## config.mk

```make
export PLATFORM = sky130hd
export DESIGN_NAME = testbus_arbiter
export DESIGN_NICKNAME = d
export VERILOG_FILES = /design/src/rtl/testbus_arbiter.sv
export SDC_FILE = /design/constraint.sdc
export NUM_CORES = 1
export LEC_CHECK = 0
export CAP_MARGIN = 25
export CORE_MARGIN = 2
export CORE_UTILIZATION = 46
export CTS_CLUSTER_SIZE = 14
export DETAILED_ROUTE_END_ITERATION = 8
export PLACE_DENSITY = 0.84
export SYNTH_ARGS = -nofsm -noshare
export SYNTH_HDL_FRONTEND = slang
export SYNTH_SLANG_ARGS = --single-unit
```

## constraint.sdc

```tcl
create_clock -name i_CLK -period 5.4 [get_ports i_CLK]
set_input_delay 0.81 -clock i_CLK [delete_from_list [all_inputs] [get_ports i_CLK]]
set_output_delay 0.81 -clock i_CLK [all_outputs]
set_load 0.1 [all_outputs]
```

## src/rtl/testbus_arbiter.sv

```systemverilog
// testbus_arbiter: round-robin owner of the shared 8-bit FPGA test bus and status LED, minimum tenure HOLD_CYCLES.
// Latency: grant 1 cycle after request; owner data on ov_FPGA_TEST 1 cycle after grant; 1-cycle RELEASE gap between owners.
// Backpressure: none; requests are level-held until granted. Optional TESTBUS_ARB_LED_BLINK_EN blinks the owner index on o_LED.
module testbus_arbiter #(
    parameter int NUM_REQ     = 4,
    parameter int HOLD_CYCLES = 16,
    parameter int LED_DIV_W   = 24
) (
    input  logic                 i_CLK,
    input  logic                 i_RESET_n,
    input  logic [NUM_REQ-1:0]   iv_REQ,
    input  logic [8*NUM_REQ-1:0] iv_TEST_DATA,
    output logic [NUM_REQ-1:0]   ov_GNT,
    output logic [7:0]           ov_FPGA_TEST,
    output logic                 o_LED,
    output logic                 o_BUSY
);
    localparam int IW = $clog2(NUM_REQ);
    localparam int CW = (HOLD_CYCLES > 1) ? $clog2(HOLD_CYCLES) : 1;

    if (NUM_REQ < 2 || NUM_REQ > 8 || HOLD_CYCLES < 1 || LED_DIV_W < 1) begin : g_bad_param
        $error("testbus_arbiter: illegal parameter set");
    end

    typedef enum logic [1:0] {IDLE, GRANT, RELEASE} state_t;

    state_t        state_q, state_d;
    logic [IW-1:0] owner_q;
    logic [IW-1:0] last_q;
    logic [IW-1:0] win_idx;
    logic          win_vld;
    logic [CW-1:0] hold_q;
    logic          owner_req;
    logic          other_req;
    int            cand;

    // Search upward from the source after the last owner, wrapping.
    always_comb begin
        win_vld = 1'b0;
        win_idx = '0;
        cand    = 0;
        for (int i = 1; i <= NUM_REQ; i++) begin
            cand = int'(last_q) + i;
            if (cand >= NUM_REQ) cand = cand - NUM_REQ;
            if (!win_vld && iv_REQ[cand[IW-1:0]]) begin
                win_vld = 1'b1;
                win_idx = cand[IW-1:0];
            end
        end
    end

    assign owner_req = |(iv_REQ & ov_GNT);
    assign other_req = |(iv_REQ & ~ov_GNT);

    always_comb begin
        state_d = state_q;
        case (state_q)
            IDLE:    if (win_vld) state_d = GRANT;
            GRANT:   if (!owner_req || (hold_q == '0 && other_req)) state_d = RELEASE;
            RELEASE: state_d = IDLE;
            default: state_d = IDLE;
        endcase
    end

    always_ff @(posedge i_CLK or negedge i_RESET_n) begin
        if (!i_RESET_n) begin
            state_q      <= IDLE;
            owner_q      <= '0;
            last_q       <= IW'(NUM_REQ - 1);
            hold_q       <= '0;
            ov_GNT       <= '0;
            ov_FPGA_TEST <= 8'h00;
            o_BUSY       <= 1'b0;
        end else begin
            state_q <= state_d;
            case (state_q)
                IDLE: begin
                    ov_FPGA_TEST <= 8'h00;
                    if (win_vld) begin
                        ov_GNT  <= NUM_REQ'(1) << win_idx;
                        owner_q <= win_idx;
                        o_BUSY  <= 1'b1;
                        hold_q  <= CW'(HOLD_CYCLES - 1);
                    end
                end
                GRANT: begin
                    if (state_d == RELEASE) begin
                        ov_GNT       <= '0;
                        ov_FPGA_TEST <= 8'h00;
                        o_BUSY       <= 1'b0;
                        last_q       <= owner_q;
                    end else begin
                        ov_FPGA_TEST <= iv_TEST_DATA[{owner_q, 3'b000} +: 8];
                        if (hold_q != '0) hold_q <= hold_q - 1'b1;
                    end
                end
                default: begin
                    ov_GNT       <= '0;
                    ov_FPGA_TEST <= 8'h00;
                    o_BUSY       <= 1'b0;
                end
            endcase
        end
    end

`ifdef TESTBUS_ARB_LED_BLINK_EN
    localparam int FRAME_TICKS = 2 * (NUM_REQ + 1);
    localparam int FW          = $clog2(FRAME_TICKS);

    logic [LED_DIV_W-1:0] presc_q;
    logic [FW-1:0]        tick_q;
    logic [FW-1:0]        pulse_end;

    // owner+1 pulses of one tick high, one tick low, at the start of each frame.
    assign pulse_end = FW'(owner_q) + FW'(owner_q) + FW'(2);

    always_ff @(posedge i_CLK or negedge i_RESET_n) begin
        if (!i_RESET_n) begin
            presc_q <= '0;
            tick_q  <= '0;
        end else if (state_q == GRANT) begin
            presc_q <= presc_q + 1'b1;
            if (&presc_q) tick_q <= (tick_q == FW'(FRAME_TICKS - 1)) ? '0 : tick_q + 1'b1;
        end else begin
            presc_q <= '0;
            tick_q  <= '0;
        end
    end

    assign o_LED = (state_q == GRANT) && (tick_q < pulse_end) && !tick_q[0];
`else
    always_ff @(posedge i_CLK or negedge i_RESET_n) begin
        if (!i_RESET_n) o_LED <= 1'b0;
        else            o_LED <= (state_q == GRANT);
    end
`endif

endmodule
```

### After elaboration in Yosys (flattened, before gate mapping)

Index checks and enable logic that the tools add are counted.

* flip-flop bits (word level): 24
* input port bits: 38
* output and inout port bits: 14
* word-level logic and storage cells: 90

* $add $sub $neg: 9
* magnitude comparators: 8
* equal/unequal tests: 6
* shifts and indexed selects: 2
* multiplexer cells: 35
* bitwise operators: 3
* reductions and logical operators: 19

Operator list (number)
* 32-bit by 6-bit variable part select with 8-bit output: 1
* 2-bit 2-to-1 mux: 10
* 4-bit 2-to-1 mux: 5
* 8-bit 2-to-1 mux: 2
* 4-bit one-hot mux with 2 select lines: 2
* 2-bit by 3-bit < comparator with 1-bit output, second input constant: 4
* 1-bit 2-to-1 mux: 10
* 3-bit >= comparator, second input constant: 3
* 4-bit bitwise AND: 2
* 1-bit binary-select mux with 2-bit select: 4
* 2-bit inequality test, second input constant: 4
* 4-bit OR reduction: 2
* 2-bit by 1-bit subtractor with 2-bit output, second input constant: 4
* 2-bit by 2-bit adder with 3-bit output, second input constant: 2
* 2-bit AND reduction: 3
* 2-bit by 3-bit adder with 4-bit output, second input constant: 1
* 4-bit by 3-bit >= comparator with 1-bit output, second input constant: 1
* 1-bit logical AND: 4
* 1-bit zero test: 4
* 4-bit zero test: 1
* 4-bit NOT: 1
* 2-bit one-hot mux with 2 select lines: 1
* 4-bit AND reduction: 1
* 4-bit nonzero test: 1
* 9 further kinds: 9

### Longest topological paths before layout

Gate-level depths: netlist of run 1.

* depth after elaboration: 20
* depth in mapped cells: 7
* depth with buffers taken out: 6

### Worst setup path before layout of run 1

Ideal clock, no wire load.

* path type: register to register
* from: register ov_GNT[0]
* to: register hold_q[3]
* setup time: 0.124 ns
* arrival: 1.889 ns
* required time: 5.276 ns
* path slack: 3.387 ns
* stages on the path, launching flop included: 5
* cells stage by stage: dfrtp_1 a22oi_1 a21oi_2 nand3_1 a211o_1

* word-level cells in the longest chain between the ends: 10

Ends and longest elaborated chain
* start: declaration: RTL line 13 `output logic [NUM_REQ-1:0] ov_GNT,`
* start signal: assignment: RTL line 80 `ov_GNT <= NUM_REQ'(1) << win_idx;`
* 4-bit NOT: RTL line 53 `assign other_req = |(iv_REQ & ~ov_GNT);`
* 4-bit bitwise AND: RTL line 53
* 4-bit OR reduction: RTL line 53
* 1-bit logical AND: RTL line 59 `GRANT: if (!owner_req || (hold_q == '0 && other_req)) state_d = RELEASE;`
* 1-bit logical OR (*): RTL line 59
* 2-bit 2-to-1 mux (*): RTL line 59
* 2-bit one-hot mux with 2 select lines (*): RTL line 57 `case (state_q)`
* 2-bit equality test (*): RTL line 87 `if (state_d == RELEASE) begin`
* 2-bit inequality test (no source line) (*)
* 4-bit AND reduction (no source line) (*)
* end signal: assignment: RTL line 83 `hold_q <= CW'(HOLD_CYCLES - 1);`
* end signal: assignment: RTL line 94 `if (hold_q != '0) hold_q <= hold_q - 1'b1;`
* end: declaration: RTL line 32 `logic [CW-1:0] hold_q;`

Every way passes the cells marked *; elsewhere a longest branch is shown, timed or not.
A chain may end at the register's enable or synchronous reset.

### Worst setup path after layout of run 1

* from: register ov_GNT[1]
* to: output ov_GNT[1]

No word-level cell between the ends.

==> results of run 1 <==
==> registers in the layout, indices dropped and copies added (netlist names) <==
register / flops
hold_q: 4
last_q: 2
o_LED: 1
state_q: 2
o_BUSY: 1
ov_FPGA_TEST: 8
owner_q: 2
ov_GNT: 4
==> cells by family (layout without fill, tap and decap cells) <==
family,after synthesis,after routing,share of synthesized area
flip-flops,24,24,0.453
adder cells (fa/ha/maj),1,1,0.00940
multiplexers,12,12,0.167
AO/OA/AOI/OAI,24,24,0.167
AND/OR/NAND/NOR,39,39,0.171
buffers and inverters,11,63,0.0320
==> per-stage QoR <==
step	utilization	instance area, um2	cells
detailed placement	0.676	1860	189
finish	0.699	1930	194
CTS	0.689	1900	193
global placement	0.676	1860	189
floorplan	-	1330	111
global route	0.699	1930	194
==> layout by cell type (no fill, tap or decap), types with 2 or more instances in the layout <==
| cell | n |
|---|---|
| clkdlybuf4s50_1 | 51 |
| dfrtp_1 | 22 |
| nand2b_1 | 8 |
| nand2_1 | 8 |
| mux4_2 | 8 |
| and3_1 | 8 |
| inv_1 | 7 |
| nor2_1 | 4 |
| nand3_1 | 3 |
| clkbuf_4 | 3 |
| a22oi_1 | 2 |
| mux2_1 | 2 |
| nor3_1 | 2 |
| a211o_1 | 2 |
| a211oi_1 | 2 |
| a41oi_1 | 2 |
| mux2i_1 | 2 |
| a21o_1 | 2 |
| o2bb2ai_1 | 2 |
| o32ai_1 | 2 |
| dfstp_2 | 2 |
==> final cells by class <==
type | instances | area [um2]
clock buffers | 4 | 36.3
fillers | 207 | 830
inverters | 7 | 26.3
multi-input cells | 76 | 686
flip-flops and latches | 24 | 603
well taps | 31 | 38.8
repair buffers | 52 | 538
==> path summary, 6_finish.rpt <==
check / end / slack, ns
worst max-delay path: ov_GNT[1] / 2.69
worst min-delay path: hold_q[0] / 0.52
worst max register to register: last_q[1] / 3.37
worst min register to register: hold_q[0] / 0.52
max in group asynchronous: hold_q[0] / 4.30
min in group asynchronous: owner_q[1] / 0.71
==> report_power, final <==
part           leakage (nW)  switching [mW]  internal, mW  total [mW]
clock network        0.0210          0.0540        0.0412      0.0952
logic                 0.488           0.379         0.208       0.587
registers             0.295          0.0713         0.242       0.313
==> per-layer routing <==
layer | vias up | wire length, um | GRT usage
met5 | - | 0 | 0
met4 | 0 | 25 | 0.0432
met3 | 6 | 170 | 0.0491
met2 | 50 | 1860 | 0.394
met1 | 552 | 1410 | 0.273
li1 | 529 | - | -
==> run metrics, run 1 <==
status=completed; I/O pins=52; Critical Path Fanout Max=4; DRT iter0 DRCs=38; worst path bufs/invs=1; RSZ-0062 raised after global routing=false; total global-route track usage=0.220; port bufs=between 50 and 60; CP startpoint kind=flop; row count=19; core box area=2760 um2; Yosys reg bits=24; WL/cell=~18 um; area leader, netlist=dfrtp_1; vias per cell=5.86; Critical Path AT=1.90 ns; global placement routability congestion=0.815; Worst slew margin=0.345; CP Class=reg2out; Chip Height=57.8 um; CTS clk-pin slew, worst paths=between 0.1 and 0.15 ns; pwr dens=516 nW/um2; pre-CTS worst setup slack=2.72 ns; CP required=approximately 4.6 ns; Worst-Skew Late Latency=0.32 ns; RR Startpoint=hold_q[0]; initial antenna violation count=0; CTS Hold Bufs=0; post-CTS setup buffers=0; syn_area_per_cell=~12 um2; full die area=3340 um2; clock sink count=24; sequential-to-total area share from yosys stat=0.453; Final Max Slew Viols=0; Area Overhead vs Synth=44.8%; Worst path depth=1; EDFF count, synth=0; Synth cell types=39; Clock Skew=0.0110 ns; Post-Synthesis Cells=111; Detailed Place HPWL=approximately 2700 um; Max Clk Rate=369 MHz; vias=1,137; post-route ant nets=0; Clock Path Buffers=2; slowest CP cell=clkdlybuf4s50_1; post-synth top area share=0.414; Overflow after GRT=0; count leader, synth=dfrtp_1; TNS Setup=0 ns; crit-path max cell delay=about 1.2 ns; final hold violation count=0; synthesis warning total=0; hold depth=1; Worst Max-Slew Pin Slew=0.979 ns; crit path cell chain=clkdlybuf4s50_1; reg2reg path depth=6; total power=0.995 mW; Crit. End Element=output port; min-delay src=hold_q[0]; Initial Util=0.483; HP Class=reg2reg; number of max-cap violations=0; diode count=0; fin worst setup slack=2.69 ns; final setup fails=0; Die Wd=57.8 um; 1st-pass router iterations=5; Main synth FF type=dfrtp_1; top cells by count, synth=22 x dfrtp_1, 8 x and3_1, 8 x mux4_2, 8 x nand2_1, 8 x nand2b_1; min cycle time layout=2.71 ns; hold_ws=about 0.52 ns; Tcrit/Tclk final=0.502; Synthesized Nets=150; first-pass GRT wire length=5530 um; largest net degree at the start of global routing=25; delay-heaviest family, CP=buffers and inverters; drc violations=0; layout cell share with drive strength beyond 1=0.135; number of global-route vias before repair=1,148; post-cts sizing count=0; CTS Buf Count=3; H-tree levels=1; worst vdd ir=0.460 mV; CTS tree=done; Post-synth ARST share=1.00; Post-Synthesis Cell Area=1330 um2; ranking of synthesized cells by area=dfrtp_1 41%, mux4_2 14%, dfstp_2 3.9%, and3_1 3.8%, nand2b_1 3.8%; nets=203; root buffer cell=clkbuf_4; leak pwr=0.803 nW; Total Routed Length=between 3000 and 4000 um; CP startpoint=ov_GNT[1]
No activity file was read; power rests on OpenSTA's default activity.
==> run 2: changes to the inputs <==
--- a/config.mk
+++ b/config.mk
@@ -7,10 +7,10 @@
 export LEC_CHECK = 0
 export CAP_MARGIN = 25
 export CORE_MARGIN = 2
-export CORE_UTILIZATION = 46
+export CORE_UTILIZATION = 39
 export CTS_CLUSTER_SIZE = 14
 export DETAILED_ROUTE_END_ITERATION = 8
-export PLACE_DENSITY = 0.84
+export PLACE_DENSITY = 0.76
 export SYNTH_ARGS = -nofsm -noshare
 export SYNTH_HDL_FRONTEND = slang
 export SYNTH_SLANG_ARGS = --single-unit
==> constraint.sdc (replaced) <==
create_clock -name i_CLK -period 2.2 [get_ports i_CLK]
set_input_delay 0.33 -clock i_CLK [delete_from_list [all_inputs] [get_ports i_CLK]]
set_output_delay 0.33 -clock i_CLK [all_outputs]
set_load 0.1 [all_outputs]
==> run metrics, run 2 (synthesis gave the netlist of run 1 again) <==
Critical Path AT=2.28 ns; TNS Setup=0 ns; H-tree levels=1; final setup fails=0; total power=2.48 mW; Initial Util=0.402; largest net degree at the start of global routing=25; max reg flops=8; Tcrit/Tclk final=0.924; post-CTS setup buffers=0; Worst slew margin=0.506; final hold violation count=0; row count=21; vias per cell=5.18; fin worst setup slack=roughly 0.17 ns; CTS clk-pin slew, worst paths=0.13 ns; worst vdd ir=roughly 0.5 mV; CTS Hold Bufs=0; hold_ws=0.375 ns; port bufs=51; leak pwr=0.839 nW; WL/cell=between 15 and 20 um; Total Routed Length=3310 um; root buffer cell=clkbuf_4; placed cell area=1870 um2; Chip Height=62.4 um; Detailed Place HPWL=2760 um; Area Overhead vs Synth=44.5%; number of global-route vias before repair=between 1,000 and 1,500; number of max-cap violations=0; status=completed; Clock Path Buffers=2; post-cts sizing count=0; Overflow after GRT=0; post-route cell area=1920 um2; clock sink count=24; Final Max Slew Viols=0; pwr dens=1290 nW/um2; CP required=2.45 ns; diode count=0; Die Wd=62.4 um; nets=slightly above 200; drc violations=0; Critical Path Fanout Max=14; min cycle time layout=a little over 2 ns; DRT iter0 DRCs=between 80 and 90; initial antenna violation count=0; total global-route track usage=0.181; 1st-pass router iterations=4; Worst Max-Slew Pin Slew=0.736 ns; pre-CTS worst setup slack=0.148 ns; RSZ-0062 raised after global routing=false; CTS tree=done; Reg with most FFs=ov_FPGA_TEST; first-pass GRT wire length=5540 um; Worst-Skew Late Latency=around 0.31 ns; global placement routability congestion=roughly 0.86; post-route ant nets=0; CP startpoint kind=flop; core box area=about 3300 um2; Clock Skew=0.00279 ns; layout cell share with drive strength beyond 1=0.230; HP Class=in2async; full die area=3900 um2; Max Clk Rate=about 500 MHz; Regs by FF count=ov_FPGA_TEST x8, hold_q x4, ov_GNT x4; most common cell after layout, fill and taps aside=clkdlybuf4s50_1; Crit. End Element=flop; vias=between 1,000 and 1,500; CTS Buf Count=3; CP Class=reg2reg; I/O pins=52; commonest cells after routing, fill and taps aside=37 x clkdlybuf4s50_1, 22 x dfrtp_1, 17 x buf_4
[run 2: changes by cell type in the layout (fill, tap and decap cells not counted)]
cell             delta
buf_16              -1
clkdlybuf4s50_1    -14
bufinv_16           +1
clkbuf_8            -1
buf_4              +17
[run 2: final cells by class]
class / count / area, um2
multi-input combinational: 76 / 686
sequential: 24 / 603
tap: 46 / 57.6
clock inverter: 1 / 30.0
timing repair buffer: 54 / 498
clock buffer: 3 / 22.5
inverter: 7 / 26.3
fill: 290 / 1390
[run 2: report_power, final]
part / switching, mW / internal, mW / leakage (nW) / total [mW]
clock: 0.133 / 0.184 / 0.0279 / 0.317
combinational: 0.908 / 0.488 / 0.516 / 1.40
sequential: 0.172 / 0.593 / 0.295 / 0.765
total: 1.21 / 1.27 / 0.839 / 2.48
[run 2: worst max-delay path, cell delays in order (launching register included)]
cell and delay (ns):
dfrtp_1 0.44, inv_1 0.07, ha_1 0.21, or3b_4 0.42
a41o_4 0.31, a21oi_4 0.17, mux2_1 0.34
[run 2: layer usage]
metal  vias up  GRT usage  routed length [um]  share of wire
met5         -          0                   0              0
li1        535          -                   -              -
met3         4     0.0324                  69          0.021
met1       536      0.234                1460           0.44
met4         0     0.0639                  60          0.018
met2        18      0.306                1720           0.52
[run 2: worst paths after layout]
kind,slack [ns],endpoint,from,cells after the start
setup / recovery,0.17,last_q[0],hold_q[0],6
hold / removal,0.37,hold_q[0],i_RESET_n,2
setup reg to reg,0.17,last_q[0],hold_q[0],6
hold reg to reg,0.54,hold_q[0],hold_q[0],1
max in group asynchronous,1.54,last_q[0],i_RESET_n,2
min in group i_CLK,0.54,hold_q[0],hold_q[0],1
[run 2: stage by stage]
step / std cells / utilization
after floorplan: 111 / -
after global placement: 207 / 0.565
after detailed placement: 207 / 0.565
after CTS: 211 / 0.581
after global routing: 211 / 0.581
final: 211 / 0.581
